File: src/rtl/conv_window_gen.sv
// 3x3 sliding-window generator: two line buffers feed a 3x3 shift register, one window per pixel.
// Define CONV_WINDOW_STRIDE2_EN to emit only windows at even (r-2, c-2) offsets (stride 2).
module conv_window_gen #(
   parameter int unsigned IMG_W = 32,
   parameter int unsigned IMG_H = 32,
   parameter int unsigned CH    = 3,
   parameter int unsigned DW    = 16
) (
   input  logic                 clk,
   input  logic                 rst,
   input  logic                 in_valid,
   input  logic                 in_sof,
   input  logic [CH*DW-1:0]     in_act,
   output logic [9*CH*DW-1:0]   window_act,
   output logic                 window_valid,
   output logic                 frame_done,
   output logic                 frame_abort
);

   localparam int unsigned PW = CH * DW;
   localparam int unsigned CW = $clog2(IMG_W);
   localparam int unsigned RW = $clog2(IMG_H);

   typedef enum logic [1:0] {StIdle, StFill, StStream} state_e;

   state_e          state;
   logic [CW-1:0]   col;
   logic [RW-1:0]   row;
   logic [PW-1:0]   lb1 [IMG_W];
   logic [PW-1:0]   lb2 [IMG_W];
   logic [PW-1:0]   win [3][2];

   logic            restart;
   logic            abort;
   logic            emit;
   logic            col_last;
   logic            pos_last;
   logic [CW-1:0]   cur_col;
   logic [RW-1:0]   cur_row;
   logic [PW-1:0]   colv  [3];
   logic [PW-1:0]   taps  [3][3];
   logic [9*PW-1:0] win_next;

   always_comb begin
      // A pixel arriving with in_sof, or while idle, is always the frame origin
      restart  = in_sof || (state == StIdle);
      abort    = in_sof && (state != StIdle) && ((col != '0) || (row != '0));
      cur_col  = restart ? '0 : col;
      cur_row  = restart ? '0 : row;
      col_last = (cur_col == CW'(IMG_W - 1));
      pos_last = col_last && (cur_row == RW'(IMG_H - 1));
`ifdef CONV_WINDOW_STRIDE2_EN
      emit = (cur_row >= RW'(2)) && (cur_col >= CW'(2)) && !cur_row[0] && !cur_col[0];
`else
      emit = (cur_row >= RW'(2)) && (cur_col >= CW'(2));
`endif
      colv[0] = lb2[IMG_W-1];
      colv[1] = lb1[IMG_W-1];
      colv[2] = in_act;
      for (int ky = 0; ky < 3; ky++) begin
         taps[ky][0] = win[ky][0];
         taps[ky][1] = win[ky][1];
         taps[ky][2] = colv[ky];
      end
      win_next = '0;
      for (int ch = 0; ch < int'(CH); ch++) begin
         for (int ky = 0; ky < 3; ky++) begin
            for (int kx = 0; kx < 3; kx++) begin
               win_next[(9*ch + 3*ky + kx)*DW +: DW] = taps[ky][kx][ch*DW +: DW];
            end
         end
      end
   end

   // Data path carries no reset: contents are always refilled before being emitted
   always_ff @(posedge clk) begin
      if (in_valid) begin
         lb1[0] <= in_act;
         lb2[0] <= lb1[IMG_W-1];
         for (int i = 1; i < int'(IMG_W); i++) begin
            lb1[i] <= lb1[i-1];
            lb2[i] <= lb2[i-1];
         end
         for (int ky = 0; ky < 3; ky++) begin
            win[ky][0] <= win[ky][1];
            win[ky][1] <= colv[ky];
         end
      end
   end

   always_ff @(posedge clk) begin
      window_valid <= 1'b0;
      frame_done   <= 1'b0;
      frame_abort  <= 1'b0;
      if (rst) begin
         state      <= StIdle;
         col        <= '0;
         row        <= '0;
         window_act <= '0;
      end else if (in_valid) begin
         frame_abort <= abort;
         if (emit) begin
            window_valid <= 1'b1;
            window_act   <= win_next;
         end
         if (pos_last) begin
            frame_done <= 1'b1;
            state      <= StIdle;
            col        <= '0;
            row        <= '0;
         end else begin
            state <= (cur_row >= RW'(2)) ? StStream : StFill;
            if (col_last) begin
               col <= '0;
               row <= cur_row + RW'(1);
            end else begin
               col <= cur_col + CW'(1);
               row <= cur_row;
            end
         end
      end
   end

endmodule

File: config.mk
export PLATFORM = sky130hd
export DESIGN_NAME = conv_window_gen
export DESIGN_NICKNAME = d
export VERILOG_FILES = /design/src/rtl/conv_window_gen.sv
export SDC_FILE = /design/constraint.sdc
export NUM_CORES = 2
export LEC_CHECK = 0
export CORE_ASPECT_RATIO = 0.9
export CORE_MARGIN = 10
export CORE_UTILIZATION = 30
export DETAILED_ROUTE_END_ITERATION = 16
export PLACE_DENSITY_LB_ADDON = 0.3
export SLEW_MARGIN = 20
export SYNTH_ARGS = -nofsm -noshare
export SYNTH_HDL_FRONTEND = slang
export SYNTH_SLANG_ARGS = --single-unit
File: constraint.sdc
create_clock -name clk -period 5.45 [get_ports clk]
set_input_delay 0.8175 -clock clk [delete_from_list [all_inputs] [get_ports clk]]
set_output_delay 0.8175 -clock clk [all_outputs]
set_load 0.02 [all_outputs]
==> impl_metrics.env <==
export IMPL_status="complete, no violations"
export IMPL_route_detailed_wl_per_inst_um=16.6
export IMPL_hold_path_class="primary input to register"
export IMPL_track_usage=0.0877
export IMPL_max_cap_violations=0
export IMPL_critPathArrivalTime_ns=3.82
export IMPL_crit_type="primary input to register"
export IMPL_worstPathRequired_ns=6.25
export IMPL_synth_cells=5138
export IMPL_cts_setup_buffers=0
export IMPL_yosys_area_top_type_share=0.826
export IMPL_seq_area_frac_synth=0.904
export IMPL_postLayoutCellArea_mm2=0.138
export IMPL_maxSlewViolCount=0
export IMPL_area_growth_pct=20.1
export IMPL_clock_sinks=3615
export IMPL_cp_num_buf_inv=2
export IMPL_worstSkewPairLatency_ns=0.92
export IMPL_min_delay_start="in_valid"
export IMPL_max_stage_delay_ns=0.54
export IMPL_total_power_mw=57.6
export IMPL_num_vias=45124
export IMPL_synth_seq_cells=3615
export IMPL_numCtsBuffers=364
export IMPL_die_area_mm2=0.409
export IMPL_rsz0062_at_grt="false"
export IMPL_cp_end_kind="register"
export IMPL_cts_buffer_depth=4
export IMPL_layout_nets=5960
export IMPL_place_ws_ns=1.56
export IMPL_grt_max_degree=200
export IMPL_num_rows=215
export IMPL_fillerInstances=34757
export IMPL_core_region_area_mm2=0.382
export IMPL_drt_iter0_markers=3959
export IMPL_r2r_end="window_act[324]"
export IMPL_portBuffers=486
export IMPL_synth_most_common_cell="edfxtp_1"
export IMPL_setup_violations_final=0
export IMPL_layout_cells_non_filler=11312
export IMPL_regToRegStartpoint="state[1]"
export IMPL_hold_viol=0
export IMPL_synthTopCellsByArea="edfxtp_1 (83%), dfxtp_1 (7.8%), nand2b_1 (4.7%), mux2i_1 (3.8%), buf_6 (0.40%)"
export IMPL_p_per_area_mw_per_mm2=416
export IMPL_ant_nets=0
export IMPL_dieHeight_um=608
export IMPL_fmax_ghz=0.331
export IMPL_htree_num_levels=5
export IMPL_critPathMaxFanout=113
export IMPL_die_w_um=673
export IMPL_drive_above_1_share=0.0923
export IMPL_drc_errors=0
export IMPL_cts_hold_buf=0
export IMPL_path_clk_slew_ns=0.06
export IMPL_ys_flop_type="edfxtp_1"
export IMPL_synth_common_cells="edfxtp_1 (3168), nand2b_1 (864), dfxtp_1 (447)"
export IMPL_syn_area_mm2=0.115
export IMPL_whs_endpoint="lb1[0][19]"
export IMPL_cp_cell_sequence="clkdlybuf4s50_1 > o21ba_2 > and2_1 > ha_1 > o21bai_2 > o211a_4 > buf_12 > mux2i_1"
export IMPL_grt_overflow=0
export IMPL_avgSynthCellArea_um2=22.4
export IMPL_cts_tree="done"
export IMPL_worst_r2r_cell_count=7
export IMPL_antenna_found_initial=5
export IMPL_setup_tns_ns=0
export IMPL_dp_cells=10635
export IMPL_ys_warn_count=0
export IMPL_async_reset_ff_frac=0
export IMPL_gp_congestion=0.743
export IMPL_min_period_ns=3.02
export IMPL_cts_root_buf="clkbuf_16"
export IMPL_final_core_util=0.362
export IMPL_ff2ff_setup_slack_ns=2.50
export IMPL_viasPerCell=3.99
export IMPL_synth_edf_count=3168
export IMPL_hpwl_um=107000
export IMPL_holdWs_ns=0.356
export IMPL_grt_pass1_wl_um=287000
export IMPL_power_leakage_nw=45.1
export IMPL_critical_path_top_delay_family="compound AO/OA/AOI/OAI gates"
export IMPL_min_path_cells=1
export IMPL_setup_ws_ns=2.43
export IMPL_cp_slowest_cell="buf_12"
export IMPL_dr_pass1_iters=5
export IMPL_placed_cell_area_mm2=0.126
export IMPL_worstMarginPinSlew_ns=1.08
export IMPL_start_kind="primary input"
export IMPL_worstSetupStartpoint="in_sof"
export IMPL_io_pins=487
export IMPL_max_slew_margin=0.278
export IMPL_skew_ns=0.0554
export IMPL_grt_pass1_vias=47100
export IMPL_yosysUniqueCellTypes=36
export IMPL_period_share=0.554
export IMPL_cts_resized_gates=0
export IMPL_start_util=0.302
export IMPL_routed_wl_um=187000
export IMPL_ir_drop_mv=0.268
export IMPL_synthesis_nets=5196
export IMPL_yosysTopAreaCell="edfxtp_1"
[layer usage]
| metal | global-route usage | wire, um | vias to the layer above |
|---|---|---|---|
| li1 | - | - | 20967 |
| met1 | 0.111 | 80400 | 22961 |
| met2 | 0.145 | 90500 | 795 |
| met3 | 0.0235 | 10200 | 401 |
| met4 | 0.0318 | 6240 | 0 |
| met5 | 0 | 0 | - |
[power by group]
part / internal (mW) / switching (mW)
sequential: 31.7 / 0.437
clock: 14.3 / 10.3
combinational: 0.212 / 0.607
[cells by family after synthesis]
logic type / Yosys count / share of synthesized area
fa+ha+maj: 6 / 0.000652
buf+inv: 152 / 0.00772
mux: 433 / 0.0376
simple gates: 909 / 0.0490
flops: 3615 / 0.904
compound gates: 23 / 0.00144
[registers in the layout, indices dropped and copies added (netlist names), 2 cells and up]
name and cells:
col 5, lb2 1536, window_act 432, row 5, lb1 1536, win 96
state 2
[cell usage in the layout, fill, tap and decap left out, types with 3 or more instances in the layout]
master / n
buf_4: 34
buf_12: 28
nand2_1: 11
clkinv_8: 6
clkbuf_16: 367
ha_1: 6
clkinvlp_4: 7
nand2b_1: 864
a21oi_1: 5
clkdlybuf4s50_1: 484
bufinv_16: 35
clkinv_2: 45
clkbuf_8: 13
clkinv_16: 7
dfxtp_1: 447
edfxtp_1: 3168
clkbuf_1: 95
clkinv_1: 75
nor3_1: 4
diode_2: 4
clkinv_4: 5
inv_6: 9
o21ai_0: 5
nor2_1: 11
mux2i_1: 433
inv_16: 7
nand3_1: 3
and2_1: 5
[worst max-delay path by stage]
stage | endpoint | slack (ns) | cells past startpoint
detailed placement | window_act[324] | 1.56 | 8
floorplan | row[2] | 2.62 | 12
finish | window_act[324] | 2.43 | 8
CTS | window_act[310] | 2.14 | 1
global route | window_act[310] | 2.26 | 1
global placement | window_act[293] | 1.72 | 8
[area by class of cell]
type / instances / area (um^2) / area share
flip-flops and latches: 3615 / 104000 / 0.752
clock inverters: 198 / 2200 / 0.0159
multi-input cells: 1371 / 10200 / 0.0739
clock buffers: 475 / 9720 / 0.0703
inverters: 2 / 7.51 / 0.0000543
diodes: 4 / 10.0 / 0.0000724
repair buffers: 548 / 5700 / 0.0412
well taps: 5099 / 6380 / 0.0461
Note: power is estimated with default switching activity, not from simulation.
